$ cat src/rtl/lorenz_pkg.sv
// Shared types and constants for the Lorenz stepper: FSM state encoding, default 7.20 format,
// and a real-to-Q7.20 conversion helper for stimulus generation.
package lorenz_pkg;

    typedef enum logic [2:0] {
        ST_IDLE   = 3'd0,
        ST_MUL0   = 3'd1,
        ST_MUL1   = 3'd2,
        ST_MUL2   = 3'd3,
        ST_MUL3   = 3'd4,
        ST_UPDATE = 3'd5
    } lorenz_state_t;

    localparam int LZ_W        = 27;
    localparam int LZ_FRAC     = 20;
    localparam int LZ_DT_SHIFT = 8;

    // Rounds to nearest; only meaningful for the default 7.20 format.
    function automatic logic signed [LZ_W-1:0] to_q720(input real r);
        real s;
        s = r * 1048576.0;
        return LZ_W'($rtoi((s >= 0.0) ? (s + 0.5) : (s - 0.5)));
    endfunction

endpackage

$ cat src/rtl/lorenz_stepper_if.sv
// Host/display-side bundle of the Lorenz stepper: configuration in, state and step strobe out.
// No backpressure: the consumer must take each sample in its step_done cycle.
interface lorenz_stepper_if #(
    parameter int W     = 27,
    parameter int CNT_W = 32
);
    logic                load;
    logic                run;
    logic signed [W-1:0] init_x;
    logic signed [W-1:0] init_y;
    logic signed [W-1:0] init_z;
    logic signed [W-1:0] sigma;
    logic signed [W-1:0] rho;
    logic signed [W-1:0] beta;
    logic signed [W-1:0] x;
    logic signed [W-1:0] y;
    logic signed [W-1:0] z;
    logic                busy;
    logic                step_done;
    logic [CNT_W-1:0]    step_count;

    modport master (
        output load, run, init_x, init_y, init_z, sigma, rho, beta,
        input  x, y, z, busy, step_done, step_count
    );

    modport slave (
        input  load, run, init_x, init_y, init_z, sigma, rho, beta,
        output x, y, z, busy, step_done, step_count
    );
endinterface

$ cat src/rtl/lorenz_stepper_fxp_mult.sv
// Combinational signed fixed-point multiply keeping W bits at binary point FRAC; zero latency.
// LORENZ_SAT_EN clamps out-of-range products, otherwise the legacy sign+low-bits wrap is kept.
module fxp_mult #(
    parameter int W    = 27,
    parameter int FRAC = 20
) (
    input  logic signed [W-1:0] a,
    input  logic signed [W-1:0] b,
    output logic signed [W-1:0] p
);
    logic signed [2*W-1:0] full;

    assign full = {{W{a[W-1]}}, a} * {{W{b[W-1]}}, b};

`ifdef LORENZ_SAT_EN
    logic [W-FRAC:0] hi;
    logic            unused_bits;

    // Product fits when everything above the kept field is a copy of the sign.
    assign hi = full[2*W-1:W-1+FRAC];

    always_comb begin
        p = full[W-1+FRAC:FRAC];
        if (!(hi == '0 || hi == '1)) begin
            p = full[2*W-1] ? {1'b1, {(W-1){1'b0}}} : {1'b0, {(W-1){1'b1}}};
        end
    end

    assign unused_bits = ^full[FRAC-1:0];
`else
    logic unused_bits;

    assign p           = {full[2*W-1], full[W-2+FRAC:FRAC]};
    assign unused_bits = ^{full[2*W-2:W-1+FRAC], full[FRAC-1:0]};
`endif

endmodule

$ cat src/rtl/lorenz_stepper.sv
// Forward-Euler Lorenz stepper on one shared multiplier; step accepted at edge k lands at k+5.
// No backpressure; load aborts any step. LORENZ_SAT_EN selects saturating instead of wrapping math.
module lorenz_stepper
    import lorenz_pkg::*;
#(
    parameter int W        = LZ_W,
    parameter int FRAC     = LZ_FRAC,
    parameter int DT_SHIFT = LZ_DT_SHIFT,
    parameter int CNT_W    = 32
) (
    input  logic            clk,
    input  logic            reset,
    lorenz_stepper_if.slave bus
);
    localparam logic [2:0] S_IDLE   = ST_IDLE;
    localparam logic [2:0] S_MUL0   = ST_MUL0;
    localparam logic [2:0] S_MUL1   = ST_MUL1;
    localparam logic [2:0] S_MUL2   = ST_MUL2;
    localparam logic [2:0] S_MUL3   = ST_MUL3;
    localparam logic [2:0] S_UPDATE = ST_UPDATE;

    logic [2:0]          state;
    logic signed [W-1:0] x_q, y_q, z_q;
    logic signed [W-1:0] sigma_q, rho_q, beta_q;
    logic signed [W-1:0] p0, p1, p2, p3;
    logic signed [W-1:0] mul_a, mul_b, mul_p;
    logic signed [W-1:0] x_nxt, y_nxt, z_nxt;
    logic [CNT_W-1:0]    step_count_q;
    logic                step_done_q;
    logic                accept;

    fxp_mult #(.W(W), .FRAC(FRAC)) u_mult (
        .a (mul_a),
        .b (mul_b),
        .p (mul_p)
    );

    always_comb begin
        mul_a = '0;
        mul_b = '0;
        case (state)
            S_MUL0: begin mul_a = sigma_q; mul_b = y_q - x_q;   end
            S_MUL1: begin mul_a = x_q;     mul_b = rho_q - z_q; end
            S_MUL2: begin mul_a = x_q;     mul_b = y_q;         end
            S_MUL3: begin mul_a = beta_q;  mul_b = z_q;         end
            default: ;
        endcase
    end

`ifdef LORENZ_SAT_EN
    localparam logic signed [W:0] MAX_V = {2'b00, {(W-1){1'b1}}};
    localparam logic signed [W:0] MIN_V = {2'b11, {(W-1){1'b0}}};

    function automatic logic signed [W:0] sext(input logic signed [W-1:0] v);
        return {v[W-1], v};
    endfunction

    function automatic logic signed [W-1:0] clamp(input logic signed [W:0] v);
        if (v > MAX_V) return MAX_V[W-1:0];
        if (v < MIN_V) return MIN_V[W-1:0];
        return v[W-1:0];
    endfunction

    logic signed [W:0] sum_x, sum_y, sum_z;

    always_comb begin
        sum_x = sext(x_q) + (sext(p0) >>> DT_SHIFT);
        sum_y = sext(y_q) + ((sext(p1) - sext(y_q)) >>> DT_SHIFT);
        sum_z = sext(z_q) + ((sext(p2) - sext(p3)) >>> DT_SHIFT);
        x_nxt = clamp(sum_x);
        y_nxt = clamp(sum_y);
        z_nxt = clamp(sum_z);
    end
`else
    always_comb begin
        x_nxt = x_q + (p0 >>> DT_SHIFT);
        y_nxt = y_q + ((p1 - y_q) >>> DT_SHIFT);
        z_nxt = z_q + ((p2 - p3) >>> DT_SHIFT);
    end
`endif

    assign accept = bus.run && ((state == S_IDLE) || (state == S_UPDATE));

    always_ff @(posedge clk or posedge reset) begin
        if (reset) begin
            state        <= S_IDLE;
            x_q          <= '0;
            y_q          <= '0;
            z_q          <= '0;
            sigma_q      <= '0;
            rho_q        <= '0;
            beta_q       <= '0;
            p0           <= '0;
            p1           <= '0;
            p2           <= '0;
            p3           <= '0;
            step_count_q <= '0;
            step_done_q  <= 1'b0;
        end else begin
            step_done_q <= 1'b0;
            if (bus.load) begin
                x_q          <= bus.init_x;
                y_q          <= bus.init_y;
                z_q          <= bus.init_z;
                step_count_q <= '0;
                state        <= S_IDLE;
            end else begin
                // Parameters are frozen at acceptance so mid-step host writes hit the next step.
                if (accept) begin
                    sigma_q <= bus.sigma;
                    rho_q   <= bus.rho;
                    beta_q  <= bus.beta;
                end
                case (state)
                    S_IDLE:   if (bus.run) state <= S_MUL0;
                    S_MUL0:   begin p0 <= mul_p; state <= S_MUL1;   end
                    S_MUL1:   begin p1 <= mul_p; state <= S_MUL2;   end
                    S_MUL2:   begin p2 <= mul_p; state <= S_MUL3;   end
                    S_MUL3:   begin p3 <= mul_p; state <= S_UPDATE; end
                    S_UPDATE: begin
                        x_q          <= x_nxt;
                        y_q          <= y_nxt;
                        z_q          <= z_nxt;
                        step_count_q <= step_count_q + CNT_W'(1);
                        step_done_q  <= 1'b1;
                        state        <= bus.run ? S_MUL0 : S_IDLE;
                    end
                    default:  state <= S_IDLE;
                endcase
            end
        end
    end

    assign bus.x          = x_q;
    assign bus.y          = y_q;
    assign bus.z          = z_q;
    assign bus.busy       = (state != S_IDLE);
    assign bus.step_done  = step_done_q;
    assign bus.step_count = step_count_q;

endmodule

$ cat src/flat_wrapper.sv
// flat-port wrapper written by rule: the top's interface ports become plain ports
module lorenz_stepper_flat import lorenz_pkg::*;
#(
    parameter int W        = LZ_W,
    parameter int FRAC     = LZ_FRAC,
    parameter int DT_SHIFT = LZ_DT_SHIFT,
    parameter int CNT_W    = 32
)
  (clk, reset, bus_load, bus_run, bus_init_x, bus_init_y, bus_init_z, bus_sigma, bus_rho, bus_beta, bus_x, bus_y, bus_z, bus_busy, bus_step_done, bus_step_count);
  lorenz_stepper_if #(.W(W), .CNT_W(CNT_W)) bus_i ();
  input  logic clk;
  input  logic reset;
  input wire logic [$bits(bus_i.load)-1:0] bus_load;
  input wire logic [$bits(bus_i.run)-1:0] bus_run;
  input wire logic [$bits(bus_i.init_x)-1:0] bus_init_x;
  input wire logic [$bits(bus_i.init_y)-1:0] bus_init_y;
  input wire logic [$bits(bus_i.init_z)-1:0] bus_init_z;
  input wire logic [$bits(bus_i.sigma)-1:0] bus_sigma;
  input wire logic [$bits(bus_i.rho)-1:0] bus_rho;
  input wire logic [$bits(bus_i.beta)-1:0] bus_beta;
  output wire logic [$bits(bus_i.x)-1:0] bus_x;
  output wire logic [$bits(bus_i.y)-1:0] bus_y;
  output wire logic [$bits(bus_i.z)-1:0] bus_z;
  output wire logic [$bits(bus_i.busy)-1:0] bus_busy;
  output wire logic [$bits(bus_i.step_done)-1:0] bus_step_done;
  output wire logic [$bits(bus_i.step_count)-1:0] bus_step_count;
  assign bus_i.load = bus_load;
  assign bus_i.run = bus_run;
  assign bus_i.init_x = bus_init_x;
  assign bus_i.init_y = bus_init_y;
  assign bus_i.init_z = bus_init_z;
  assign bus_i.sigma = bus_sigma;
  assign bus_i.rho = bus_rho;
  assign bus_i.beta = bus_beta;
  assign bus_x = bus_i.x;
  assign bus_y = bus_i.y;
  assign bus_z = bus_i.z;
  assign bus_busy = bus_i.busy;
  assign bus_step_done = bus_i.step_done;
  assign bus_step_count = bus_i.step_count;
  lorenz_stepper #(.W(W), .FRAC(FRAC), .DT_SHIFT(DT_SHIFT), .CNT_W(CNT_W)) u_core (.clk(clk), .reset(reset), .bus(bus_i));
endmodule
$ cat config.mk
export PLATFORM = sky130hd
export DESIGN_NAME = lorenz_stepper_flat
export DESIGN_NICKNAME = d
export VERILOG_FILES = /design/src/rtl/lorenz_pkg.sv /design/src/rtl/lorenz_stepper_if.sv /design/src/rtl/lorenz_stepper_fxp_mult.sv /design/src/rtl/lorenz_stepper.sv /design/src/flat_wrapper.sv
export SDC_FILE = /design/constraint.sdc
export NUM_CORES = 2
export LEC_CHECK = 0
export ABC_CLOCK_PERIOD_IN_PS = 26200
export CAP_MARGIN = 15
export CELL_PAD_IN_SITES_DETAIL_PLACEMENT = 0
export CELL_PAD_IN_SITES_GLOBAL_PLACEMENT = 2
export CORE_MARGIN = 2
export CORE_UTILIZATION = 42
export CTS_CLUSTER_SIZE = 8
export DETAILED_ROUTE_END_ITERATION = 8
export MAX_ROUTING_LAYER = met4
export PLACE_DENSITY = 0.91
export SYNTH_ARGS = -nofsm -noshare
export SYNTH_HDL_FRONTEND = slang
export SYNTH_SLANG_ARGS = --single-unit
$ cat constraint.sdc
create_clock -name clk -period 26.2 [get_ports clk]
set_clock_uncertainty 0.05 [all_clocks]
set_input_delay 5.24 -clock clk [delete_from_list [all_inputs] [get_ports clk]]
set_output_delay 5.24 -clock clk [all_outputs]
set_load 0.1 [all_outputs]
After elaboration in Yosys (flattened, before gate mapping):

Cells that the tools add are included.

* add/sub/neg operators: 8
* multiply operators: 1
* div/mod/pow operators: 0
* order comparisons: 0
* equal/unequal tests: 6
* shift-type cells: 0
* multiplexer cells: 16
* bitwise operators: 1
* reduce and logical (&&, ||, !) cells: 11

Operators by type and width (number)
* $mux 27: 6
* $pmux 27 s4: 1
* $sub 27x27->27: 4
* $add 27x19->27: 3
* $pmux 27 s3: 1
* $mux 32: 2
* $mul 27x27->54: 1
* $add 32x1->32 const B: 1
* $pmux 3 s6: 1
* $reduce_and 2->1: 5
* $eq 3x2->1 const B: 2
* $eq 3x3->1 const B: 2
* $mux 3: 2
* $eq 3x1->1 const B: 1
* $logic_not 3->1: 1
* $mux 1: 3
* $ne 3x3->1 const B: 1
* $reduce_bool 3->1: 1
* $reduce_bool 2->1: 1
* $reduce_or 2->1: 1
* $logic_and 1x1->1: 1
* $logic_or 1x1->1: 1
* $not 1->1: 1

* flip-flop bits (word level): 306
* bits in latches: 0
* bits in writable memories: 0
* ROM bits: 0
* input port bits: 166
* output and inout port bits: 115
* word-level logic and storage cells: 56
* memories: 0

Logic depth before layout (Yosys ltp):

* depth after elaboration: 4
* depth in mapped cells: 41

Modules after synthesis:

A second synthesis with hierarchy kept.

* cells, all modules: 5244
* area, all modules: 47225.3 um^2

Modules (own cells, without submodules)
* fxp_mult: instances 1, cells each 2876, area each 25774.7 um^2, sequential area each 0.0 um^2
* lorenz_stepper: instances 1, cells each 2368, area each 21450.6 um^2, sequential area each 7457.2 um^2

Least setup slack after synthesis:

No wires, ideal clock.

* path type: reg2reg
* start: reg u_core.x_q[0] (netlist: u_core.bus.x[0])
* end: reg u_core.p1[18]
* data arrival time: 9.706 ns
* path slack: 16.314 ns
* cell stages (with the launch flop): 37
* cell sequence: dfrtp_1 > ha_1 > inv_1 > fa_1 > a21o_1 > a21oi_1 > o21ai_1 > a21oi_1 > o21bai_1 > a21oi_1 > o21ai_0 > xnor2_1 > a221oi_2 > clkbuf_1 > nor2_1 > fa_1 > inv_1 > fa_1 > inv_1 > fa_1 > inv_1 > fa_1 > inv_1 > fa_1 > inv_1 > fa_1 > fa_1 > inv_1 > ha_1 > a21o_1 > a211oi_1 > o211ai_2 > a41oi_1 > o21bai_1 > a311oi_1 > xor2_1 > o21ai_1

* word-level cells in the longest chain between the ends: 3
* elaborated cells on any way between the ends: 4

Ends and longest elaborated chain
* start, declared: RTL line lorenz_stepper.sv:23 `logic signed [W-1:0] x_q, y_q, z_q;`
* start signal, assigned: RTL line lorenz_stepper.sv:102 `x_q <= bus.init_x;`
* start signal, assigned: RTL line lorenz_stepper.sv:121 `x_q <= x_nxt;`
* $sub 27x27->27: RTL line lorenz_stepper.sv:42 `S_MUL0: begin mul_a = sigma_q; mul_b = y_q - x_q; end`
* $pmux 27 s4: RTL line lorenz_stepper.sv:41 `case (state)`
* $mul 27x27->54 (*): RTL line lorenz_stepper_fxp_mult.sv:13 `assign full = {{W{a[W-1]}}, a} * {{W{b[W-1]}}, b};`
* end signal, assigned: RTL line lorenz_stepper.sv:94 `p1 <= '0;`
* end signal, assigned: RTL line lorenz_stepper.sv:117 `S_MUL1: begin p1 <= mul_p; state <= S_MUL2; end`
* end, declared: RTL line lorenz_stepper.sv:25 `logic signed [W-1:0] p0, p1, p2, p3;`

Mark *: on every way between the ends. The rest lies on a longest branch, timed or not.
A chain may end at the register's enable or synchronous reset.

Worst setup path in the final report:

* start: reg u_core.z_q[0] (netlist: u_core.bus.z[0])
* end: reg u_core.p2[21]

* word-level cells in the longest chain between the ends: 3

Ends and longest elaborated chain
* start, declared: RTL line lorenz_stepper.sv:23
* start signal, assigned: RTL line lorenz_stepper.sv:104 `z_q <= bus.init_z;`
* start signal, assigned: RTL line lorenz_stepper.sv:123 `z_q <= z_nxt;`
* $sub 27x27->27: RTL line lorenz_stepper.sv:43 `S_MUL1: begin mul_a = x_q; mul_b = rho_q - z_q; end`
* $pmux 27 s4 (*): RTL line lorenz_stepper.sv:41
* $mul 27x27->54 (*): RTL line lorenz_stepper_fxp_mult.sv:13
* end signal, assigned: RTL line lorenz_stepper.sv:95 `p2 <= '0;`
* end signal, assigned: RTL line lorenz_stepper.sv:118 `S_MUL2: begin p2 <= mul_p; state <= S_MUL3; end`
* end, declared: RTL line lorenz_stepper.sv:25

Marked as above.

==> flow_metrics.tcl <==
set metrics [dict create \
    synth-edff-count 0 \
    wl_um 168800 \
    dpl_cell_area_mm2 0.05113 \
    synth_nets 6562 \
    reg2reg_depth 35 \
    hold_start "u_core.p3[16]" \
    status "complete, no violations" \
    dp_hpwl_um 137200 \
    syn_to_final_growth_pct 12.51 \
    min_to "u_core.p3[16]" \
    arrival_ps 11240 \
    hold_class "flop to flop" \
    critical_path.startpoint_type "flop" \
    place.gp.congestion 0.9909 \
    start_util_pct 42.24 \
    syn_area_mm2 0.04661 \
    multi_input_area_mm2 0.03476 \
    grt_pass1_vias 39520 \
    crit_required_ps 26590 \
    peakVddDrop_v 0.00008925 \
    timing.rr.end "u_core.p2[21]" \
    synthTopCellsByCount "969 x inv_1, 801 x nand2_1, 766 x fa_1, 333 x ha_1, 333 x nor2_1" \
    critPathCaptureType "flop" \
    cts_setup_buffers 0 \
    routedWlPerCell_um 24.20 \
    clockBufferDepth 3 \
    cts_sinks 298 \
    synth-seq-cells 298 \
    num_vias 38510 \
    critical-path-max-stage-delay_ps 970 \
    die_height_um 337.1 \
    hold_buffers 0 \
    yosys.area.top_type "fa_1" \
    synth.area.top_cells "fa_1 33%, dfrtp_1 16%, ha_1 8.9%" \
    track_usage_pct 31.10 \
    fin_crit_sh_pct 41.43 \
    cp_common_cell "fa_1" \
    setup_viol 0 \
    path_class "flop to flop" \
    ys_async_sr_fraction_pct 100.0 \
    cts_resized 0 \
    ys_types 86 \
    p_per_area_mw_per_mm2 113.0 \
    worstPathMaxFanout 16 \
    slew-limit-headroom_pct 17.71 \
    die_x_um 337.1 \
    setup_tns_ps 0 \
    nFillCells 10750 \
    synthMostInstantiatedCell "inv_1" \
    clock.fmax_mhz 92.12 \
    clock_latency_ps 610 \
    hold_path_depth 2 \
    core-area_mm2 0.1104 \
    worst_slew_pin_slew_ps 1234 \
    die-area_mm2 0.1137 \
    ys_warn_count 0 \
    grt_pass1_wl_um 255100 \
    slew_violations 0 \
    cts_root_buffer "clkbuf_16" \
    avgSynthCellArea_um2 8.800 \
    min_period_ps 10860 \
    nNetsFinal 6739 \
    antenna_found_initial 5 \
    path_clk_slew_ps 60 \
    synthCells 5297 \
    synth_flop_cell "dfrtp_1" \
    stdcell_area_mm2 0.05244 \
    grt-ovfl-total 0 \
    rsz0062_at_grt "no" \
    final_hold_viol_count 0 \
    drt.antenna.violating_nets 0 \
    yosysSeqAreaShare_pct 16.00 \
    route.detailed.drc 0 \
    cts_tree "done" \
    slowest_stage "a221o_1" \
    worstReg2RegStart "u_core.bus.z[0]" \
    vias_per_cell 5.521 \
    io_pins 281 \
    cts_buffers 45 \
    grt_max_degree 108 \
    drt_iter0_markers 3068 \
    layout-drive-gt1-share_pct 5.032 \
    yosys.area.top_type_share_pct 32.90 \
    placementRows 122 \
    drv_cap 0 \
    r2r_slack_ps 15340 \
    regArea_mm2 0.007458 \
    p_leak_nw 25.57 \
    port_buffers 280 \
    htree_num_levels 2 \
    firstDrtPassIters 7 \
]
==> worst max-delay path by stage <==
stage                       end  slack, ps       startpoint
2_1_floorplan  u_core.beta_q[0]      12680            reset
3_3_place_gp      u_core.p3[21]      15710  u_core.bus.y[0]
3_5_place_dp      u_core.p3[21]      15640  u_core.bus.y[0]
4_1_cts           u_core.p2[21]      15560  u_core.bus.y[0]
5_1_grt           u_core.p2[21]      14780  u_core.bus.y[0]
6_report          u_core.p2[21]      15340  u_core.bus.z[0]
==> cells by family (layout without fill, tap and decap cells) <==
kind of cell / after synthesis / after routing / share of synthesized area [%]
AOI/OAI and AO/OA: 936 / 936 / 12.91
xor gates and xnor gates: 194 / 194 / 3.645
adders and majority gates: 1099 / 1099 / 41.84
buffers and inverters: 1202 / 1390 / 9.693
DFF: 298 / 298 / 16.00
muxes: 99 / 99 / 2.362
other: 0 / 2 / 0
and+or+nand+nor: 1469 / 1469 / 13.56
==> power by group <==
group / internal (mW) / switching, mW / total, mW / leakage, nW
combinational: 1.68 / 2.95 / 4.63 / 21.2
sequential: 0.571 / 0.154 / 0.725 / 3.73
clock: 0.333 / 0.234 / 0.567 / 0.634
total: 2.58 / 3.34 / 5.92 / 25.6
==> through the flow <==
step / total power [mW] / hold WS, ps / setup WS (ps) / instances / util (%)
after global routing: 6.438 / 459.4 / 14780 / 6974 / 47.52
final: 5.925 / 429.7 / 15340 / 6975 / 47.52
after global placement: 5.262 / 412.0 / 15710 / 6914 / 46.33
after floorplan: 3.855 / 391.3 / 12680 / 5297 / -
after CTS: 5.886 / 431.2 / 15560 / 6972 / 47.51
after detailed placement: 5.297 / 420.6 / 15640 / 6914 / 46.33
==> worst max-delay path, delay by kind of cell, from the launching register on <==
| family | cells | cell delay, ps |
|---|---|---|
| adders and majority gates | 10 | 4410 |
| DFF | 1 | 420 |
| buffers and inverters | 6 | 300 |
| AOI/OAI and AO/OA | 12 | 3960 |
| xor gates and xnor gates | 2 | 680 |
| and+or+nand+nor | 5 | 870 |
==> cell usage in the layout, fill, tap and decap left out, types with 73 or more instances in the layout <==
cell,netlist,final
dfrtp_1,298,297
inv_1,969,968
xnor2_1,121,121
fa_1,766,766
o21ai_0,180,180
nand2_1,801,799
clkdlybuf4s50_1,0,279
ha_1,333,333
and2_1,83,83
xor2_1,73,73
a21oi_1,224,224
nor2_1,333,330
o21ai_1,99,91
buf_4,0,78
mux2_2,88,88
a21o_1,103,103
==> area by class of cell <==
| type | instances | area share [%] |
|---|---|---|
| Timing Repair Buffer | 359 | 6.478 |
| Antenna cell | 2 | 0.009543 |
| Sequential cell | 298 | 14.22 |
| Clock buffer | 53 | 2.321 |
| Multi-Input combinational cell | 3797 | 66.29 |
| Tap cell | 1488 | 3.550 |
| Inverter | 973 | 6.979 |
| Clock inverter | 5 | 0.1503 |
==> registers in the layout (all words and copies together) (netlist names) <==
name                   cells
u_core.bus.step_count     32
u_core.beta_q             27
u_core.bus.x              27
u_core.bus.y              27
u_core.bus.z              27
u_core.p1                 27
u_core.p2                 27
u_core.p3                 27
u_core.rho_q              27
u_core.sigma_q            27
u_core.p0                 19
u_core.state               3
u_core.bus.step_done       1
==> routing by layer <==
metal | global-route usage, % | routed length (um) | vias to the layer above
met2 | 49.48 | 79200 | 1387
met1 | 40.99 | 71170 | 19740
li1 | - | - | 17140
met5 | - | 0 | -
met3 | 4.979 | 12670 | 249
met4 | 9.204 | 5783 | 0
(Power assumes the default switching activity.)
